===== config.mk =====
export PLATFORM = sky130hd
export DESIGN_NAME = fwd_operand_stage_flat
export DESIGN_NICKNAME = d
export VERILOG_FILES = /design/src/rtl/fwd_operand_stage_if.sv /design/src/rtl/fwd_operand_stage.sv /design/src/flat_wrapper.sv
export SDC_FILE = /design/constraint.sdc
export NUM_CORES = 1
export LEC_CHECK = 0
export ABC_AREA = 1
export CORE_MARGIN = 2
export CORE_UTILIZATION = 23
export CTS_BUF_LIST = sky130_fd_sc_hd__clkbuf_4
export DETAILED_ROUTE_END_ITERATION = 6
export HOLD_SLACK_MARGIN = 0.05
export PLACE_DENSITY = 0.56
export SLEW_MARGIN = 20
export SYNTH_ARGS = -nofsm -noshare
export SYNTH_HDL_FRONTEND = slang
export SYNTH_HIERARCHICAL = 1
export SYNTH_SLANG_ARGS = --single-unit

===== constraint.sdc =====
create_clock -name clk_i -period 4.8 [get_ports clk_i]
set_clock_uncertainty 0.1 [all_clocks]
set_input_delay 0.72 -clock clk_i [delete_from_list [all_inputs] [get_ports clk_i]]
set_output_delay 0.72 -clock clk_i [all_outputs]
set_load 0.05 [all_outputs]

===== src/rtl/fwd_operand_stage_if.sv =====
// Operand-stage bus: pipeline control, register-file read ports, the two
// write-back forwarding sources and the registered ALU operand outputs.
interface fwd_operand_stage_if #(
    parameter int DATA_W  = 32,
    parameter int ADDR_W  = 5,
    parameter int NUM_OPS = 2,
    parameter int CNT_W   = 16
);
    logic                        stall_i;
    logic                        flush_i;
    logic                        valid_i;
    logic [NUM_OPS*ADDR_W-1:0]   rs_addr_i;
    logic [NUM_OPS*DATA_W-1:0]   rs_data_i;
    logic                        exmem_we_i;
    logic [ADDR_W-1:0]           exmem_rd_i;
    logic [DATA_W-1:0]           exmem_data_i;
    logic                        memwb_we_i;
    logic [ADDR_W-1:0]           memwb_rd_i;
    logic [DATA_W-1:0]           memwb_data_i;
    logic [NUM_OPS*DATA_W-1:0]   op_data_o;
    logic [NUM_OPS*2-1:0]        fwd_sel_o;
    logic                        valid_o;
    logic [CNT_W-1:0]            fwd_cnt_o;

    modport master (
        output stall_i, flush_i, valid_i, rs_addr_i, rs_data_i,
               exmem_we_i, exmem_rd_i, exmem_data_i,
               memwb_we_i, memwb_rd_i, memwb_data_i,
        input  op_data_o, fwd_sel_o, valid_o, fwd_cnt_o
    );

    modport slave (
        input  stall_i, flush_i, valid_i, rs_addr_i, rs_data_i,
               exmem_we_i, exmem_rd_i, exmem_data_i,
               memwb_we_i, memwb_rd_i, memwb_data_i,
        output op_data_o, fwd_sel_o, valid_o, fwd_cnt_o
    );
endinterface


===== src/rtl/fwd_operand_stage.sv =====
// Forwarding operand stage: per-operand EX/MEM > MEM/WB > regfile select with
// r0 guard, one registered ALU operand stage with stall/flush, saturating count.
module fwd_operand_lane #(
    parameter int DATA_W = 32,
    parameter int ADDR_W = 5
) (
    input  logic [ADDR_W-1:0] i_rs_addr,
    input  logic [DATA_W-1:0] i_rs_data,
    input  logic              i_exmem_we,
    input  logic [ADDR_W-1:0] i_exmem_rd,
    input  logic [DATA_W-1:0] i_exmem_data,
    input  logic              i_memwb_we,
    input  logic [ADDR_W-1:0] i_memwb_rd,
    input  logic [DATA_W-1:0] i_memwb_data,
    output logic [1:0]        o_sel,
    output logic [DATA_W-1:0] o_data
);
    logic w_ex_hit;
    logic w_wb_hit;

    // r0 is hard-wired zero in the regfile, so a pending write to it never forwards
    assign w_ex_hit = i_exmem_we && (i_exmem_rd != '0) && (i_exmem_rd == i_rs_addr);
    assign w_wb_hit = i_memwb_we && (i_memwb_rd != '0) && (i_memwb_rd == i_rs_addr);

    always_comb begin
        o_sel  = 2'b00;
        o_data = i_rs_data;
        if (w_ex_hit) begin
            o_sel  = 2'b10;
            o_data = i_exmem_data;
        end else if (w_wb_hit) begin
            o_sel  = 2'b01;
            o_data = i_memwb_data;
        end
    end
endmodule

module fwd_operand_stage #(
    parameter int DATA_W  = 32,
    parameter int ADDR_W  = 5,
    parameter int NUM_OPS = 2,
    parameter int CNT_W   = 16
) (
    input  logic              clk_i,
    input  logic              rst_i,
    fwd_operand_stage_if.slave bus
);
    localparam int INC_W = $clog2(NUM_OPS + 1);

    logic [NUM_OPS-1:0][DATA_W-1:0] w_op_data;
    logic [NUM_OPS-1:0][1:0]        w_fwd_sel;
    logic [NUM_OPS-1:0][DATA_W-1:0] r_op_data;
    logic [NUM_OPS-1:0][1:0]        r_fwd_sel;
    logic                           r_valid;
    logic [CNT_W-1:0]               r_cnt;
    logic [INC_W-1:0]               w_inc;
    logic [CNT_W:0]                 w_cnt_sum;
    logic [CNT_W-1:0]               w_cnt_nxt;

    for (genvar k = 0; k < NUM_OPS; k++) begin : g_lane
        fwd_operand_lane #(
            .DATA_W (DATA_W),
            .ADDR_W (ADDR_W)
        ) u_lane (
            .i_rs_addr    (bus.rs_addr_i[k*ADDR_W +: ADDR_W]),
            .i_rs_data    (bus.rs_data_i[k*DATA_W +: DATA_W]),
            .i_exmem_we   (bus.exmem_we_i),
            .i_exmem_rd   (bus.exmem_rd_i),
            .i_exmem_data (bus.exmem_data_i),
            .i_memwb_we   (bus.memwb_we_i),
            .i_memwb_rd   (bus.memwb_rd_i),
            .i_memwb_data (bus.memwb_data_i),
            .o_sel        (w_fwd_sel[k]),
            .o_data       (w_op_data[k])
        );
    end

    always_comb begin
        w_inc = '0;
        for (int k = 0; k < NUM_OPS; k++) begin
            w_inc = w_inc + INC_W'(|w_fwd_sel[k]);
        end
    end

    // One guard bit catches the carry; any overflow clamps to all-ones
    assign w_cnt_sum = {1'b0, r_cnt} + (CNT_W+1)'(w_inc);
    assign w_cnt_nxt = w_cnt_sum[CNT_W] ? {CNT_W{1'b1}} : w_cnt_sum[CNT_W-1:0];

    always_ff @(posedge clk_i or posedge rst_i) begin
        if (rst_i) begin
            r_op_data <= '0;
            r_fwd_sel <= '0;
            r_valid   <= 1'b0;
            r_cnt     <= '0;
        end else if (bus.flush_i) begin
            r_op_data <= '0;
            r_fwd_sel <= '0;
            r_valid   <= 1'b0;
        end else if (!bus.stall_i) begin
            r_op_data <= w_op_data;
            r_fwd_sel <= w_fwd_sel;
            r_valid   <= bus.valid_i;
            if (bus.valid_i) begin
                r_cnt <= w_cnt_nxt;
            end
        end
    end

    assign bus.op_data_o = r_op_data;
    assign bus.fwd_sel_o = r_fwd_sel;
    assign bus.valid_o   = r_valid;
    assign bus.fwd_cnt_o = r_cnt;
endmodule

===== src/flat_wrapper.sv =====
// flat-port wrapper written by rule: the top's interface ports become plain ports
module fwd_operand_stage_flat 
#(
    parameter int DATA_W  = 32,
    parameter int ADDR_W  = 5,
    parameter int NUM_OPS = 2,
    parameter int CNT_W   = 16
)
  (clk_i, rst_i, bus_stall_i, bus_flush_i, bus_valid_i, bus_rs_addr_i, bus_rs_data_i, bus_exmem_we_i, bus_exmem_rd_i, bus_exmem_data_i, bus_memwb_we_i, bus_memwb_rd_i, bus_memwb_data_i, bus_op_data_o, bus_fwd_sel_o, bus_valid_o, bus_fwd_cnt_o);
  fwd_operand_stage_if #(.DATA_W(DATA_W), .ADDR_W(ADDR_W), .NUM_OPS(NUM_OPS), .CNT_W(CNT_W)) bus_i ();
  input  logic clk_i;
  input  logic rst_i;
  input wire logic [$bits(bus_i.stall_i)-1:0] bus_stall_i;
  input wire logic [$bits(bus_i.flush_i)-1:0] bus_flush_i;
  input wire logic [$bits(bus_i.valid_i)-1:0] bus_valid_i;
  input wire logic [$bits(bus_i.rs_addr_i)-1:0] bus_rs_addr_i;
  input wire logic [$bits(bus_i.rs_data_i)-1:0] bus_rs_data_i;
  input wire logic [$bits(bus_i.exmem_we_i)-1:0] bus_exmem_we_i;
  input wire logic [$bits(bus_i.exmem_rd_i)-1:0] bus_exmem_rd_i;
  input wire logic [$bits(bus_i.exmem_data_i)-1:0] bus_exmem_data_i;
  input wire logic [$bits(bus_i.memwb_we_i)-1:0] bus_memwb_we_i;
  input wire logic [$bits(bus_i.memwb_rd_i)-1:0] bus_memwb_rd_i;
  input wire logic [$bits(bus_i.memwb_data_i)-1:0] bus_memwb_data_i;
  output wire logic [$bits(bus_i.op_data_o)-1:0] bus_op_data_o;
  output wire logic [$bits(bus_i.fwd_sel_o)-1:0] bus_fwd_sel_o;
  output wire logic [$bits(bus_i.valid_o)-1:0] bus_valid_o;
  output wire logic [$bits(bus_i.fwd_cnt_o)-1:0] bus_fwd_cnt_o;
  assign bus_i.stall_i = bus_stall_i;
  assign bus_i.flush_i = bus_flush_i;
  assign bus_i.valid_i = bus_valid_i;
  assign bus_i.rs_addr_i = bus_rs_addr_i;
  assign bus_i.rs_data_i = bus_rs_data_i;
  assign bus_i.exmem_we_i = bus_exmem_we_i;
  assign bus_i.exmem_rd_i = bus_exmem_rd_i;
  assign bus_i.exmem_data_i = bus_exmem_data_i;
  assign bus_i.memwb_we_i = bus_memwb_we_i;
  assign bus_i.memwb_rd_i = bus_memwb_rd_i;
  assign bus_i.memwb_data_i = bus_memwb_data_i;
  assign bus_op_data_o = bus_i.op_data_o;
  assign bus_fwd_sel_o = bus_i.fwd_sel_o;
  assign bus_valid_o = bus_i.valid_o;
  assign bus_fwd_cnt_o = bus_i.fwd_cnt_o;
  fwd_operand_stage #(.DATA_W(DATA_W), .ADDR_W(ADDR_W), .NUM_OPS(NUM_OPS), .CNT_W(CNT_W)) u_core (.clk_i(clk_i), .rst_i(rst_i), .bus(bus_i));
endmodule

==> flow_metrics.env, run 1 <==
export IMPL_syn_inst=1026
export IMPL_syn_nets=1183
export IMPL_hold_viol=0
export IMPL_avgSynthCellArea_um2=6.23
export IMPL_ys_seq_area_share_pct=33.3
export IMPL_power_leakage_nw=4.87
export IMPL_grt_overflow=0
export IMPL_max_vdd_ir_drop_mv=0.0881
export IMPL_vias_per_cell=4.52
export IMPL_cts_path_max_buffers=2
export IMPL_timing_worst_setup_path_type="input port to register"
export IMPL_setup_viol=0
export IMPL_p_per_area_nw_per_um2=207
export IMPL_cp_max_fo=15
export IMPL_detail_route_iter0_violations=724
export IMPL_synth_edf_count=0
export IMPL_cts_tree="done"
export IMPL_initial_core_util_pct=23.2
export IMPL_grt_start_max_net_pins=72
export IMPL_status="complete, no violations"
export IMPL_die_area_um2=29100
export IMPL_synth_common_cells="nand2_1, inv_1, nand3_1"
export IMPL_dpl_hpwl_um=18700
export IMPL_cts_resized=0
export IMPL_min_path_type="register to register"
export IMPL_postCtsSetupBuffers=0
export IMPL_place_gp_congestion=0.894
export IMPL_clk_pin_slew_ns=0.16
export IMPL_yosysWarnings=6
export IMPL_setup_tns_ns=0
export IMPL_nFillCells=3040
export IMPL_drive_above_1_share_pct=4.53
export IMPL_grt_usage_pct=18.3
export IMPL_ys_ff_latch=85
export IMPL_whs_ns=0.423
export IMPL_final_antenna_net_count=0
export IMPL_rows=61
export IMPL_grt_pass1_wl_um=40800
export IMPL_required_ns=5.11
export IMPL_r2r_setup_slack_ns=2.51
export IMPL_cp_start_kind="input port"
export IMPL_core_um2=27600
export IMPL_period_share_pct=72.1
export IMPL_antenna_found_initial=5
export IMPL_drv_slew=0
export IMPL_synthTopCellsByArea="dfrtp_1, nand2_1, nand3_1"
export IMPL_fin_crit_ns=3.46
export IMPL_insertion_delay_ns=0.47
export IMPL_async_reset_ff_share_pct=100
export IMPL_port_buffers=239
export IMPL_die_x_um=171
export IMPL_numCtsBuffers=9
export IMPL_synth_flop_cell="dfrtp_1"
export IMPL_area_growth_pct=43.3
export IMPL_post_synth_top_area_fraction_pct=33.3
export IMPL_synth_area_um2=6390
export IMPL_fin_nets=1387
export IMPL_arrival_ns=3.77
export IMPL_rsz0062_at_grt="no"
export IMPL_cts_root_buffer_cell="clkbuf_4"
export IMPL_grt_pass1_vias=7119
export IMPL_via_count=7307
export IMPL_worst_slew_pin_transition_ns=0.996
export IMPL_max_freq_mhz=289
export IMPL_yosysTopAreaCell="dfrtp_1"
export IMPL_setup_worst_path_end_class="register"
export IMPL_synth_most_common_cell="nand2_1"
export IMPL_clock_sinks=85
export IMPL_h_tree_depth=3
export IMPL_drc=0
export IMPL_synth_distinct_cells=32
export IMPL_fp_dieH_um=171
export IMPL_drv_cap=0
export IMPL_drt_total_wl_um=27000
export IMPL_num_io_pins=240
export IMPL_hold_buffers=0
export IMPL_relSlewSlack_pct=33.6
export IMPL_wl_per_cell_um=16.7
export IMPL_first_pass_iters=7
## cells by family after synthesis
kind of cell,after synthesis,synth area share (%)
AOI/OAI and AO/OA,13,1.06
DFF,85,33.3
buffers and inverters,243,16.4
and+or+nand+nor,678,48.0
xor gates and xnor gates,5,0.686
adders and majority gates,2,0.509
## stage by stage
stage	power, mW	setup slack [ns]	cells	instance area, um2	utilization (%)
2_1_floorplan	1.15	1.78	1026	6390	-
3_3_place_gp	1.46	0.901	1597	9000	32.7
3_5_place_dp	1.46	0.839	1597	9000	32.7
4_1_cts	1.93	1.38	1613	9140	33.2
5_1_grt	2.01	1.16	1616	9150	33.2
6_report	1.90	1.34	1617	9150	33.2
## path summary, 6_finish.rpt
kind | cells past startpoint | end | from
min reg2reg | 2 | u_core/bus.op_data_o[47]$_DFFE_PP0P_ | u_core/bus.op_data_o[47]$_DFFE_PP0P_
max in group asynchronous | 3 | u_core/bus.op_data_o[32]$_DFFE_PP0P_ | rst_i
max reg2reg | 8 | u_core/bus.fwd_cnt_o[14]$_DFFE_PP0P_ | u_core/bus.fwd_cnt_o[0]$_DFFE_PP0P_
min | 2 | u_core/bus.op_data_o[47]$_DFFE_PP0P_ | u_core/bus.op_data_o[47]$_DFFE_PP0P_
max | 14 | u_core/bus.fwd_cnt_o[14]$_DFFE_PP0P_ | bus_exmem_rd_i[3]
min in group asynchronous | 2 | u_core/bus.fwd_cnt_o[12]$_DFFE_PP0P_ | rst_i
## power breakdown
part,total (mW),leakage [nW],internal [mW],switching [mW]
combinational,0.659,3.66,0.252,0.407
clock,0.453,0.0744,0.161,0.292
sequential,0.785,1.14,0.757,0.0288
## critical path, cell delays in order
cell and delay [ns]:
clkdlybuf4s50_1 0.57, xnor2_1 0.15, nand3_1 0.09, nor2_1 0.13
nand2_2 0.11, inv_2 0.27, nor2_1 0.13, fa_1 0.41
inv_1 0.09, ha_1 0.17, nand3_1 0.19, nor2_1 0.19
nand4_2 0.33, nand3_1 0.21
## cell usage in the layout, fill, tap and decap left out, types with 2 or more instances in the layout
cell type	count
nand2_1	403
o21ai_1	5
nor2_1	24
clkinv_1	3
xnor2_1	3
or2_0	2
nand2_2	2
dfrtp_1	85
nand3_4	2
nand3_1	158
a21oi_1	4
inv_1	172
buf_4	16
clkbuf_4	9
nor2_4	7
xor2_1	2
nor3_2	2
inv_6	2
or2_1	2
diode_2	4
nand4_1	71
clkdlybuf4s50_1	238
inv_2	6
o21ai_0	3
## layer usage
layer | global-route usage, % | up-vias | wire [um]
li1 | - | 3589 | -
met1 | 24.8 | 3279 | 12200
met2 | 28.7 | 372 | 11900
met3 | 3.35 | 65 | 2110
met4 | 7.21 | 2 | 814
met5 | 0 | - | 16
## flip-flops by register name, summed over array words and instances (netlist names)
signal,flops
u_core/bus.fwd_sel_o,4
u_core/bus.fwd_cnt_o,16
u_core/bus.valid_o,1
u_core/bus.op_data_o,64
## layout make-up
cell class	count	area, um2	area share, %
clock buffers	9	67.6	0.738
multi-input cells	698	3210	35.1
flip-flops and latches	85	2130	23.2
well taps	378	473	5.17
diodes	4	10.0	0.109
clock inverters	7	72.6	0.793
inverters	181	682	7.45
repair buffers	255	2510	27.4
(Power assumes the default switching activity.)
==> run 2, diff against run 1 <==
==> constraint.sdc (replaced) <==
create_clock -name clk_i -period 3.2 [get_ports clk_i]
set_clock_uncertainty 0.1 [all_clocks]
set_input_delay 0.48 -clock clk_i [delete_from_list [all_inputs] [get_ports clk_i]]
set_output_delay 0.48 -clock clk_i [all_outputs]
set_load 0.05 [all_outputs]
==> run 2 against run 1 <==
Net effect: worst setup slack lost 1.0 ns; hold slack lost 0.099 ns; register-to-register slack lost 1.5 ns; cell area grew 0.83%; global-route usage grew 0.26 points; first-iteration DRC count shrank 2.6%; power grew 48%; non-clock buffer count grew 8.
==> flow_metrics.env, run 2 (synthesis results as in run 1) <==
export IMPL_rows=61
export IMPL_cp_start_kind="input port"
export IMPL_worst_path_max_delay_cell="clkdlybuf4s50_1"
export IMPL_h_tree_depth=3
export IMPL_wl_met3_um=2460
export IMPL_final_cell_mix="nand2_1, clkdlybuf4s50_1, inv_1, nand3_1, dfrtp_1"
export IMPL_drive_above_1_share_pct=5.23
export IMPL_nFillCells=2997
export IMPL_antenna_found_initial=5
export IMPL_power_leakage_nw=4.91
export IMPL_initial_core_util_pct=23.2
export IMPL_die_x_um=171
export IMPL_insertion_delay_ns=0.47
export IMPL_fin_crit_ns=2.89
export IMPL_required_ns=3.52
export IMPL_via_count=7351
export IMPL_grt_start_max_net_pins=70
export IMPL_cpPeakStageDelay_ns=0.54
export IMPL_die_area_um2=29100
export IMPL_setup_worst_path_end_class="register"
export IMPL_cts_resized=0
export IMPL_final_common_cell="nand2_1"
export IMPL_fin_nets=1395
export IMPL_grt_overflow=0
export IMPL_num_io_pins=240
export IMPL_hold_buffers=0
export IMPL_worst_slew_pin_transition_ns=0.876
export IMPL_cts_path_max_buffers=2
export IMPL_cts_root_buffer_cell="clkbuf_4"
export IMPL_regArea_um2=2130
export IMPL_setup_viol=0
export IMPL_detail_route_iter0_violations=705
export IMPL_p_per_area_nw_per_um2=305
export IMPL_drc=0
export IMPL_r2r_setup_slack_ns=0.97
export IMPL_postCtsSetupBuffers=0
export IMPL_drv_cap=0
export IMPL_status="complete, no violations"
export IMPL_arrival_ns=3.21
export IMPL_grt_usage_pct=18.5
export IMPL_rsz0062_at_grt="no"
export IMPL_timing_worst_setup_path_type="input port to register"
export IMPL_cp_max_fo=5
export IMPL_place_gp_congestion=0.874
export IMPL_cts_tree="done"
export IMPL_setup_tns_ns=0
export IMPL_port_buffers=239
export IMPL_grt_pass1_vias=7262
export IMPL_wl_per_cell_um=16.7
export IMPL_period_share_pct=90.2
export IMPL_worst_path_most_repeated_cell="nor2_1"
export IMPL_met1_length_um=12100
export IMPL_final_core_util_pct=33.5
export IMPL_final_antenna_net_count=0
export IMPL_grt_pass1_wl_um=41200
export IMPL_core_um2=27600
export IMPL_fp_dieH_um=171
export IMPL_max_vdd_ir_drop_mv=0.130
export IMPL_first_pass_iters=5
export IMPL_hold_viol=0
export IMPL_area_growth_pct=44.4
export IMPL_relSlewSlack_pct=41.6
export IMPL_crit_path_cell_trace="clkdlybuf4s50_1, inv_2, or2_0, nand3_1, nor2_1, nand2_2, inv_2, nor2_1, nor2_1, fa_1, inv_1, ha_1, nand3_1, nor2_1, nand4_2, buf_4, nand3_1"
export IMPL_dpl_hpwl_um=18900
export IMPL_top_layer="met5"
export IMPL_vias_per_cell=4.53
export IMPL_max_freq_mhz=346
export IMPL_drt_total_wl_um=27100
export IMPL_drv_slew=0
export IMPL_met2WireLength_um=12100
export IMPL_numCtsBuffers=9
export IMPL_largest_register_ffs=64
export IMPL_min_path_type="input port to register"
export IMPL_clk_pin_slew_ns=0.17
export IMPL_clock_sinks=85
export IMPL_finalPower_mw=2.81
export IMPL_multiInputGateArea_um2=3210
export IMPL_whs_ns=0.324
[run 2: cell types whose count changed in the layout (fill, tap and decap cells not counted)]
cell / before / now
clkinvlp_4: 1 / 2
clkbuf_4: 9 / 10
diode_2: 4 / 3
buf_4: 16 / 21
bufinv_16: 1 / 0
buf_12: 0 / 3
clkinv_1: 3 / 2
[run 2: final cells by class]
cell class / count / share of cell area, %
tap: 378 / 5.13
sequential: 85 / 23.1
antenna: 3 / 0.0814
timing repair buffer: 263 / 28.2
clock inverter: 6 / 0.502
clock buffer: 10 / 0.814
multi-input combinational: 698 / 34.8
inverter: 181 / 7.39
[run 2: final timing paths]
| kind | from | to | cells after the start |
|---|---|---|---|
| worst max register to register | u_core/bus.fwd_cnt_o[0]$_DFFE_PP0P_ | u_core/bus.fwd_cnt_o[14]$_DFFE_PP0P_ | 9 |
| min in group asynchronous | rst_i | u_core/bus.op_data_o[18]$_DFFE_PP0P_ | 2 |
| max in group asynchronous | rst_i | u_core/bus.op_data_o[33]$_DFFE_PP0P_ | 3 |
| worst min register to register | u_core/bus.op_data_o[47]$_DFFE_PP0P_ | u_core/bus.op_data_o[47]$_DFFE_PP0P_ | 2 |
| worst max-delay path | bus_rs_addr_i[2] | u_core/bus.fwd_cnt_o[14]$_DFFE_PP0P_ | 17 |
| worst min-delay path | bus_stall_i | u_core/bus.valid_o$_DFFE_PP0P_ | 4 |
[run 2: stage by stage]
step / instances / setup WS (ns) / cell area, um2
after global placement: 1605 / -0.186 / 9100
final: 1624 / 0.313 / 9230
after CTS: 1621 / 0.328 / 9220
after global routing: 1623 / 0.00882 / 9220
after floorplan: 1026 / 0.416 / 6390
after detailed placement: 1605 / -0.214 / 9100
[run 2: critical path: cells and delay by family]
kind	cells	cell delay (ns)
fa+ha+maj	2	0.59
simple gates	10	1.19
buf+inv	5	0.93
[run 2: metal layers]
metal  up-vias  track usage [%]
li1       3610                -
met1      3359             24.6
met2       339             29.1
met3        39             4.90
met4         4             6.13
met5         -                0
[run 2: power by group]
group / internal, mW / total (mW) / switching, mW
combinational: 0.386 / 1.01 / 0.623
sequential: 1.13 / 1.18 / 0.0431
clock: 0.174 / 0.624 / 0.450
